==> src/rtl/serial_subtractor_pkg.sv <==
// Shared types and sizing helpers for the digit-serial subtractor.
package serial_subtractor_pkg;

  typedef enum logic [1:0] {
    IDLE = 2'd0,
    BUSY = 2'd1,
    DONE = 2'd2
  } state_t;

  function automatic int num_steps(input int width, input int digit);
    return width / digit;
  endfunction

  function automatic int cnt_width(input int n);
    return $clog2(n) + 1;
  endfunction

endpackage

==> src/rtl/fs_digit.sv <==
// Combinational ripple of DIGIT full-subtractor cells, LSB cell first.
module fs_digit #(
  parameter int DIGIT = 4
) (
  input  logic [DIGIT-1:0] x,
  input  logic [DIGIT-1:0] y,
  input  logic             bi,
  output logic [DIGIT-1:0] d,
  output logic             bo
);

  always_comb begin
    logic br;
    d  = '0;
    br = bi;
    for (int i = 0; i < DIGIT; i++) begin
      d[i] = x[i] ^ y[i] ^ br;
      br   = (~x[i] & y[i]) | (~x[i] & br) | (y[i] & br);
    end
    bo = br;
  end

endmodule

==> src/rtl/serial_subtractor.sv <==
// Digit-serial a - b - bin: accept in IDLE, WIDTH/DIGIT cycles in BUSY, hold result in DONE.
// Result and flags stay stable while out_ready is low; no new operands are taken until the result drains.
module serial_subtractor
  import serial_subtractor_pkg::*;
#(
  parameter int WIDTH = 16,
  parameter int DIGIT = 4
) (
  input  logic             clk,
  input  logic             rst_n,
  input  logic             in_valid,
  output logic             in_ready,
  input  logic [WIDTH-1:0] a,
  input  logic [WIDTH-1:0] b,
  input  logic             bin,
  output logic             out_valid,
  input  logic             out_ready,
  output logic [WIDTH-1:0] diff,
  output logic             bout,
  output logic             ovf,
  output logic             zero
);

  localparam int N  = num_steps(WIDTH, DIGIT);
  localparam int CW = cnt_width(N);

  if (DIGIT < 1 || DIGIT > WIDTH || (WIDTH % DIGIT) != 0) begin : g_bad_cfg
    $error("serial_subtractor: WIDTH must be a non-zero multiple of DIGIT");
  end

  state_t           state;
  state_t           state_nxt;
  logic [WIDTH-1:0] a_sh;
  logic [WIDTH-1:0] b_sh;
  logic [WIDTH-1:0] res;
  logic [WIDTH-1:0] res_nxt;
  logic             borrow_reg;
  logic             a_msb;
  logic             b_msb;
  logic [CW-1:0]    cnt;
  logic [DIGIT-1:0] chain_d;
  logic             chain_bo;
  logic             last_step;

  fs_digit #(.DIGIT(DIGIT)) u_fs_digit (
    .x  (a_sh[DIGIT-1:0]),
    .y  (b_sh[DIGIT-1:0]),
    .bi (borrow_reg),
    .d  (chain_d),
    .bo (chain_bo)
  );

  assign last_step = (cnt == CW'(N - 1));
  // New digit enters at the top so the first (LSB) digit ends at bit 0 after N steps.
  assign res_nxt   = (res >> DIGIT) | (WIDTH'(chain_d) << (WIDTH - DIGIT));

  always_ff @(posedge clk or negedge rst_n) begin
    if (!rst_n) begin
      state <= IDLE;
    end else begin
      state <= state_nxt;
    end
  end

  always_comb begin
    state_nxt = state;
    case (state)
      IDLE:    if (in_valid)  state_nxt = BUSY;
      BUSY:    if (last_step) state_nxt = DONE;
      DONE:    if (out_ready) state_nxt = IDLE;
      default: state_nxt = IDLE;
    endcase
  end

  always_comb begin
    in_ready  = (state == IDLE);
    out_valid = (state == DONE);
  end

  always_ff @(posedge clk or negedge rst_n) begin
    if (!rst_n) begin
      a_sh       <= '0;
      b_sh       <= '0;
      res        <= '0;
      borrow_reg <= 1'b0;
      a_msb      <= 1'b0;
      b_msb      <= 1'b0;
      cnt        <= '0;
      diff       <= '0;
      bout       <= 1'b0;
      ovf        <= 1'b0;
      zero       <= 1'b0;
    end else begin
      case (state)
        IDLE: begin
          if (in_valid) begin
            a_sh       <= a;
            b_sh       <= b;
            res        <= '0;
            borrow_reg <= bin;
            a_msb      <= a[WIDTH-1];
            b_msb      <= b[WIDTH-1];
            cnt        <= '0;
          end
        end
        BUSY: begin
          a_sh       <= a_sh >> DIGIT;
          b_sh       <= b_sh >> DIGIT;
          res        <= res_nxt;
          borrow_reg <= chain_bo;
          cnt        <= cnt + CW'(1);
          // Outputs only change here, so nothing partial is ever visible.
          if (last_step) begin
            diff <= res_nxt;
            bout <= chain_bo;
            zero <= ~|res_nxt;
            ovf  <= (a_msb != b_msb) && (res_nxt[WIDTH-1] != a_msb);
          end
        end
        default: ;
      endcase
    end
  end

endmodule
==> config.mk <==
export PLATFORM = sky130hd
export DESIGN_NAME = serial_subtractor
export DESIGN_NICKNAME = d
export VERILOG_FILES = /design/src/rtl/serial_subtractor_pkg.sv /design/src/rtl/fs_digit.sv /design/src/rtl/serial_subtractor.sv
export SDC_FILE = /design/constraint.sdc
export NUM_CORES = 1
export LEC_CHECK = 0
export ABC_CLOCK_PERIOD_IN_PS = 3400
export CORE_MARGIN = 1
export CORE_UTILIZATION = 40
export CTS_BUF_LIST = sky130_fd_sc_hd__clkbuf_4
export CTS_CLUSTER_DIAMETER = 120
export CTS_CLUSTER_SIZE = 30
export DETAILED_ROUTE_END_ITERATION = 10
export GPL_TIMING_DRIVEN = 0
export SYNTH_ARGS = -nofsm -noshare
export SYNTH_HDL_FRONTEND = slang
export SYNTH_SLANG_ARGS = --single-unit
==> constraint.sdc <==
create_clock -name clk -period 3.4 [get_ports clk]
set_input_delay 0.85 -clock clk [delete_from_list [all_inputs] [get_ports clk]]
set_output_delay 0.85 -clock clk [all_outputs]
set_load 0.005 [all_outputs]
==> flow_metrics.env, run 1 <==
export IMPL_status="finished, final reports clean"
export IMPL_synth_nets=322
export IMPL_drv_slew=0
export IMPL_critPathArrivalTime_ps=3200
export IMPL_io_buffers=57
export IMPL_wire_per_inst_um=15.25
export IMPL_synthXorXnorAreaFrac=0
export IMPL_diodes=0
export IMPL_dp_cells=436
export IMPL_layout_common_cells="dfrtp_1, nand2_1, clkdlybuf4s50_1"
export IMPL_antenna_found_initial=0
export IMPL_period_share=0.8423
export IMPL_required_ps=3740
export IMPL_viasPerCell=4.982
export IMPL_synth_top_family_by_area="multiplexers"
export IMPL_clockBufferDepth=2
export IMPL_grt_pass1_wl_um=11500
export IMPL_areaGrowthSynthToFinish_pct=27.09
export IMPL_grt_max_degree=65
export IMPL_core_area_um2=7370
export IMPL_drt_first_pass_iters=4
export IMPL_die_area_um2=8082
export IMPL_fillers=692
export IMPL_power_total_mw=3.418
export IMPL_end_kind="register"
export IMPL_hold_class="in -> async"
export IMPL_grt_total_usage=0.1833
export IMPL_ys_seq_area_frac=0.5749
export IMPL_post_cts_resized=0
export IMPL_instances_no_fill=452
export IMPL_cts_root_buf="clkbuf_4"
export IMPL_setup_viol=0
export IMPL_ys_types=30
export IMPL_cts_clk_slew_worst_paths_ps=110
export IMPL_power_leakage_nw=1.714
export IMPL_synth_area_um2=3090
export IMPL_p_per_area_nw_per_um2=870.2
export IMPL_relSlewSlack=0.6505
export IMPL_cp_max_fo=5
export IMPL_vdd_ir_drop_worst_uv=298.2
export IMPL_ant_nets=0
export IMPL_vias=2252
export IMPL_chipHeight_um=89.90
export IMPL_max_freq_mhz=349.2
export IMPL_final_util=0.5329
export IMPL_final_layout_size_suffix_gt1_frac=0.1331
export IMPL_startpoint_type="register"
export IMPL_nNetsFinal=391
export IMPL_final_common_cell="dfrtp_1"
export IMPL_finClkSkew_ps=12.10
export IMPL_synthAdderAreaFrac=0.03401
export IMPL_place_gp_congestion=0.7450
export IMPL_cts_made_buffers=9
export IMPL_async_reset_ff_frac=1.000
export IMPL_syn_area_per_cell_um2=11.08
export IMPL_hold_viol=0
export IMPL_synthCells=279
export IMPL_drc_errors=0
export IMPL_drt_wl_total_um=6891
export IMPL_rsz0062_at_grt="false"
export IMPL_clock_sinks=71
export IMPL_postCtsSetupBuffers=0
export IMPL_cts_tree="done"
export IMPL_synthFlopType="dfrtp_1"
export IMPL_synthMuxAreaShare=0.1324
export IMPL_dieWidth_um=89.90
export IMPL_h_tree_depth=3
export IMPL_drtIter0Drc=80
export IMPL_grt_pass1_vias=2225
export IMPL_cts_hold_buffers=0
export IMPL_synth_warnings=0
export IMPL_tightest_slew_ps=524.2
export IMPL_synth_edf_count=0
export IMPL_min_period_ps=2864
export IMPL_synth_simple_gate_area_frac=0.1142
export IMPL_synth_compound_area_frac=0.1012
export IMPL_worst_setup_path_type="reg -> reg"
export IMPL_initial_core_util=0.4194
export IMPL_place_detailed_hpwl_um=4900
export IMPL_ios=58
export IMPL_ys_ff_latch=71
export IMPL_clock_latency_ps=410
export IMPL_rows=31
export IMPL_cap_viol_max_count=0
export IMPL_biggestRegsByFlops="a_sh (16), b_sh (16), diff (16)"
export IMPL_grt_overflow_total=0
## cells in the mapped netlist, types with 2 or more instances
master,n,area [µm²]
dfrtp_1,71,1777
nand2_1,67,251.5
o21ai_0,27,135.1
mux2i_1,24,240.2
o21ai_1,21,105.1
mux2_2,15,168.9
buf_2,8,40.04
inv_1,7,26.28
clkbuf_1,4,15.01
fa_1,4,80.08
o22ai_1,4,25.02
nor2_1,3,11.26
a22o_1,2,17.52
buf_8,2,30.03
ha_1,2,25.02
nand2b_1,2,12.51
nor4_1,2,12.51
o21bai_1,2,15.01
## layout make-up
class	count	area (µm²)	area share
sequential	71	1777	0.4524
multi-input combinational	184	1180	0.3004
timing repair buffer	58	595.6	0.1516
tap	99	123.9	0.03154
clock buffer	15	112.6	0.02867
buffer	17	107.6	0.02740
inverter	7	26.28	0.006690
clock inverter	1	5.005	0.001274
## power by group
part / leakage, nW / internal, mW / switching, mW
clock network: 0.0729 / 0.200 / 0.275
registers: 0.915 / 1.18 / 0.231
logic: 0.726 / 0.742 / 0.787
## critical path, cell delays in order, from the launching register on
cell	delay (ps)
dfrtp_1	370
inv_1	80
fa_1	430
fa_1	380
fa_1	390
inv_1	80
fa_1	520
nor4b_1	280
nand4_1	120
o21ai_0	150
## worst paths after layout
| check | start | endpoint | slack [ps] | cells after the start |
|---|---|---|---|---|
| hold reg to reg | bout | bout | 490 | 2 |
| setup / recovery | a_sh[0] | zero | 540 | 9 |
| setup reg to reg | a_sh[0] | zero | 540 | 9 |
| hold / removal | rst_n | diff[5] | 240 | 1 |
| max in group asynchronous | rst_n | a_sh[5] | 2620 | 2 |
| min in group clk | bout | bout | 490 | 2 |
## metrics by stage
stage	cell area, µm²	hold WS [ps]	setup TNS [ps]	setup WS [ps]
floorplan	3090	449.2	0	804.8
global placement	3785	465.2	-74050	-1047
detailed placement	3810	464.5	0	543.0
CTS	3928	229.9	0	511.9
global route	3928	241.2	0	388.6
finish	3928	244.5	0	536.1
## routing by layer
metal  GRT usage  vias up  part of all wire
met4     0.08602        0             0.022
met2      0.2699       54              0.45
met1      0.2667     1086              0.50
li1            -     1097                 -
met5           0        -                 0
met3     0.02792       15             0.035
## cell families (layout without fill, tap and decap cells)
| logic type | after synthesis | after routing |
|---|---|---|
| multiplexers | 39 | 39 |
| adder cells (fa/ha/maj) | 6 | 6 |
| buffers and inverters | 24 | 98 |
| AND/OR/NAND/NOR | 81 | 81 |
| AO/OA/AOI/OAI | 58 | 58 |
| flip-flops | 71 | 71 |
No activity file was read; power rests on OpenSTA's default activity.
==> run 2, diff against run 1 <==
--- a/config.mk
+++ b/config.mk
@@ -5,7 +5,7 @@
 export SDC_FILE = /design/constraint.sdc
 export NUM_CORES = 1
 export LEC_CHECK = 0
-export ABC_CLOCK_PERIOD_IN_PS = 3400
+export ABC_CLOCK_PERIOD_IN_PS = 2600
 export CORE_MARGIN = 1
 export CORE_UTILIZATION = 40
 export CTS_BUF_LIST = sky130_fd_sc_hd__clkbuf_4
@@ -13,6 +13,7 @@
 export CTS_CLUSTER_SIZE = 30
 export DETAILED_ROUTE_END_ITERATION = 10
 export GPL_TIMING_DRIVEN = 0
+export PLACE_DENSITY = 0.66
 export SYNTH_ARGS = -nofsm -noshare
 export SYNTH_HDL_FRONTEND = slang
 export SYNTH_SLANG_ARGS = --single-unit
==> constraint.sdc (replaced) <==
create_clock -name clk -period 2.6 [get_ports clk]
set_input_delay 0.65 -clock clk [delete_from_list [all_inputs] [get_ports clk]]
set_output_delay 0.65 -clock clk [all_outputs]
set_load 0.005 [all_outputs]
==> run 2 against run 1 <==
Net effect: cell count increased by 0.44%; die area unchanged; register-to-register slack got worse by 550 ps; the run now ends with setup timing left; total power increased by 35%; first-iteration DRC count increased by 91%; worst setup slack got worse by 550 ps; maximum frequency increased by 9.7%; critical path type unchanged; core utilization increased by 0.27 points; non-clock buffer count increased by 2; clock-buffer cell count decreased by 5; sequential share of layout area decreased by 0.23 points; clock skew decreased by 1.6 ps.
==> flow_metrics.env, run 2 (synthesis results as in run 1) <==
export IMPL_grt_pass1_wl_um=11260
export IMPL_worst_setup_path_type="reg -> reg"
export IMPL_vdd_ir_drop_worst_uv=450.3
export IMPL_period_share=1.004
export IMPL_wire_per_inst_um=14.52
export IMPL_relSlewSlack=0.4037
export IMPL_setup_slack_ps=-10.12
export IMPL_place_detailed_hpwl_um=4618
export IMPL_rows=31
export IMPL_postLayoutCellArea_um2=3948
export IMPL_clock_sinks=71
export IMPL_core_area_um2=7370
export IMPL_clock_latency_ps=400
export IMPL_io_buffers=57
export IMPL_biggestRegsByFlops="a_sh (16), b_sh (16), diff (16)"
export IMPL_final_util=0.5357
export IMPL_place_gp_congestion=0.7545
export IMPL_hold_viol=0
export IMPL_areaGrowthSynthToFinish_pct=27.73
export IMPL_min_period_ps=2610
export IMPL_grt_overflow_total=0
export IMPL_drtIter0Drc=153
export IMPL_grt_total_usage=0.1778
export IMPL_switchingPower_mw=1.710
export IMPL_cts_hold_buffers=0
export IMPL_dieWidth_um=89.90
export IMPL_cts_clk_slew_worst_paths_ps=110
export IMPL_die_area_um2=8082
export IMPL_required_ps=2930
export IMPL_initial_core_util=0.4194
export IMPL_cp_max_fo=4
export IMPL_setup_viol=1
export IMPL_p_per_area_nw_per_um2=1167
export IMPL_end_kind="register"
export IMPL_h_tree_depth=3
export IMPL_critPathArrivalTime_ps=2940
export IMPL_pwr_share_clk=0.141
export IMPL_grt_pass1_vias=2245
export IMPL_antenna_found_initial=0
export IMPL_viasPerCell=4.890
export IMPL_drv_slew=0
export IMPL_fillers=689
export IMPL_drt_wl_total_um=6592
export IMPL_tightest_slew_ps=894.5
export IMPL_max_freq_mhz=383.1
export IMPL_ios=58
export IMPL_status="complete, but fails checks"
export IMPL_layout_common_cells="dfrtp_1, nand2_1, clkdlybuf4s50_1"
export IMPL_cts_made_buffers=9
export IMPL_dp_slack_ps=-288.7
export IMPL_drc_errors=0
export IMPL_rsz0062_at_grt="true"
export IMPL_drt_first_pass_iters=4
export IMPL_chipHeight_um=89.90
export IMPL_hold_class="in -> async"
export IMPL_power_leakage_nw=1.712
export IMPL_diodes=0
export IMPL_comb_power_share=0.458
export IMPL_final_layout_size_suffix_gt1_frac=0.1493
export IMPL_cts_root_buf="clkbuf_4"
export IMPL_nNetsFinal=393
export IMPL_power_frac_seq=0.401
export IMPL_final_common_cell="dfrtp_1"
export IMPL_p_int_mw=2.898
export IMPL_cap_viol_max_count=0
export IMPL_clockBufferDepth=2
export IMPL_violations="setup timing"
export IMPL_ant_nets=0
export IMPL_placed_area_um2=3782
export IMPL_cts_tree="done"
export IMPL_finClkSkew_ps=10.55
export IMPL_grt_max_degree=72
export IMPL_reg2reg_depth=9
export IMPL_vias=2220
export IMPL_startpoint_type="register"
export IMPL_switching_share=0.3711
-- run 2: layout make-up --
type,instances,area (µm²),area share
Tap cell,99,123.9,0.03138
Buffer,17,107.6,0.02726
Inverter,7,26.28,0.006656
Multi-Input combinational cell,184,1196,0.3030
Sequential cell,71,1777,0.4501
Clock inverter,6,51.30,0.01300
Clock buffer,10,75.07,0.01902
Timing Repair Buffer,60,590.6,0.1496
-- run 2: path summary, 6_finish.rpt --
kind | from | end | slack (ps)
max in group asynchronous | rst_n | res[4] | 1650
min in group clk | bout | bout | 490
worst max-delay path | a_sh[0] | zero | -10
worst min-delay path | rst_n | b_sh[13] | 340
worst min register to register | bout | bout | 490
worst max register to register | a_sh[0] | zero | -10
-- run 2: worst max-delay path, stage by stage (launching register included) --
cell and delay, ps:
dfrtp_1 380, inv_2 50, fa_2 380, fa_2 340
fa_2 340, inv_2 70, fa_2 470, nor4b_2 230
nand4_1 140, o21ai_1 130
-- run 2: power groups by stage --
stage / sequential, mW / combinational (mW) / clock, mW
after floorplan: 1.79 / 1.27 / 0
after global placement: 1.86 / 1.96 / 0
after detailed placement: 1.87 / 2.01 / 0
after CTS: 1.85 / 2.13 / 0.676
after global routing: 1.91 / 2.34 / 0.729
final: 1.85 / 2.11 / 0.652
-- run 2: what timing repair did --
action / in CTS / in global routing
setup buffers: 2 / 1
endpoints found under the hold margin: 0 / 0
resized for setup: 8 / 1
pin swaps: 3 / 3
endpoints found under the setup margin: 3 / 3
-- run 2: routing by layer --
| layer | track usage | part of all wire | up-vias |
|---|---|---|---|
| li1 | - | - | 1096 |
| met1 | 0.2515 | 0.48 | 1066 |
| met2 | 0.2712 | 0.47 | 47 |
| met3 | 0.02707 | 0.030 | 11 |
| met4 | 0.08065 | 0.020 | 0 |
| met5 | 0 | 0 | - |
-- run 2: through the flow --
stage	total power [mW]	hold slack, ps	std cells	setup TNS [ps]
6_report	4.608	338.0	454	-10.12
5_1_grt	4.978	419.8	454	-191.1
4_1_cts	4.656	383.3	453	-81.04
3_5_place_dp	3.877	470.3	435	-463.6
3_3_place_gp	3.818	463.2	435	-110680
2_1_floorplan	3.060	354.4	279	0
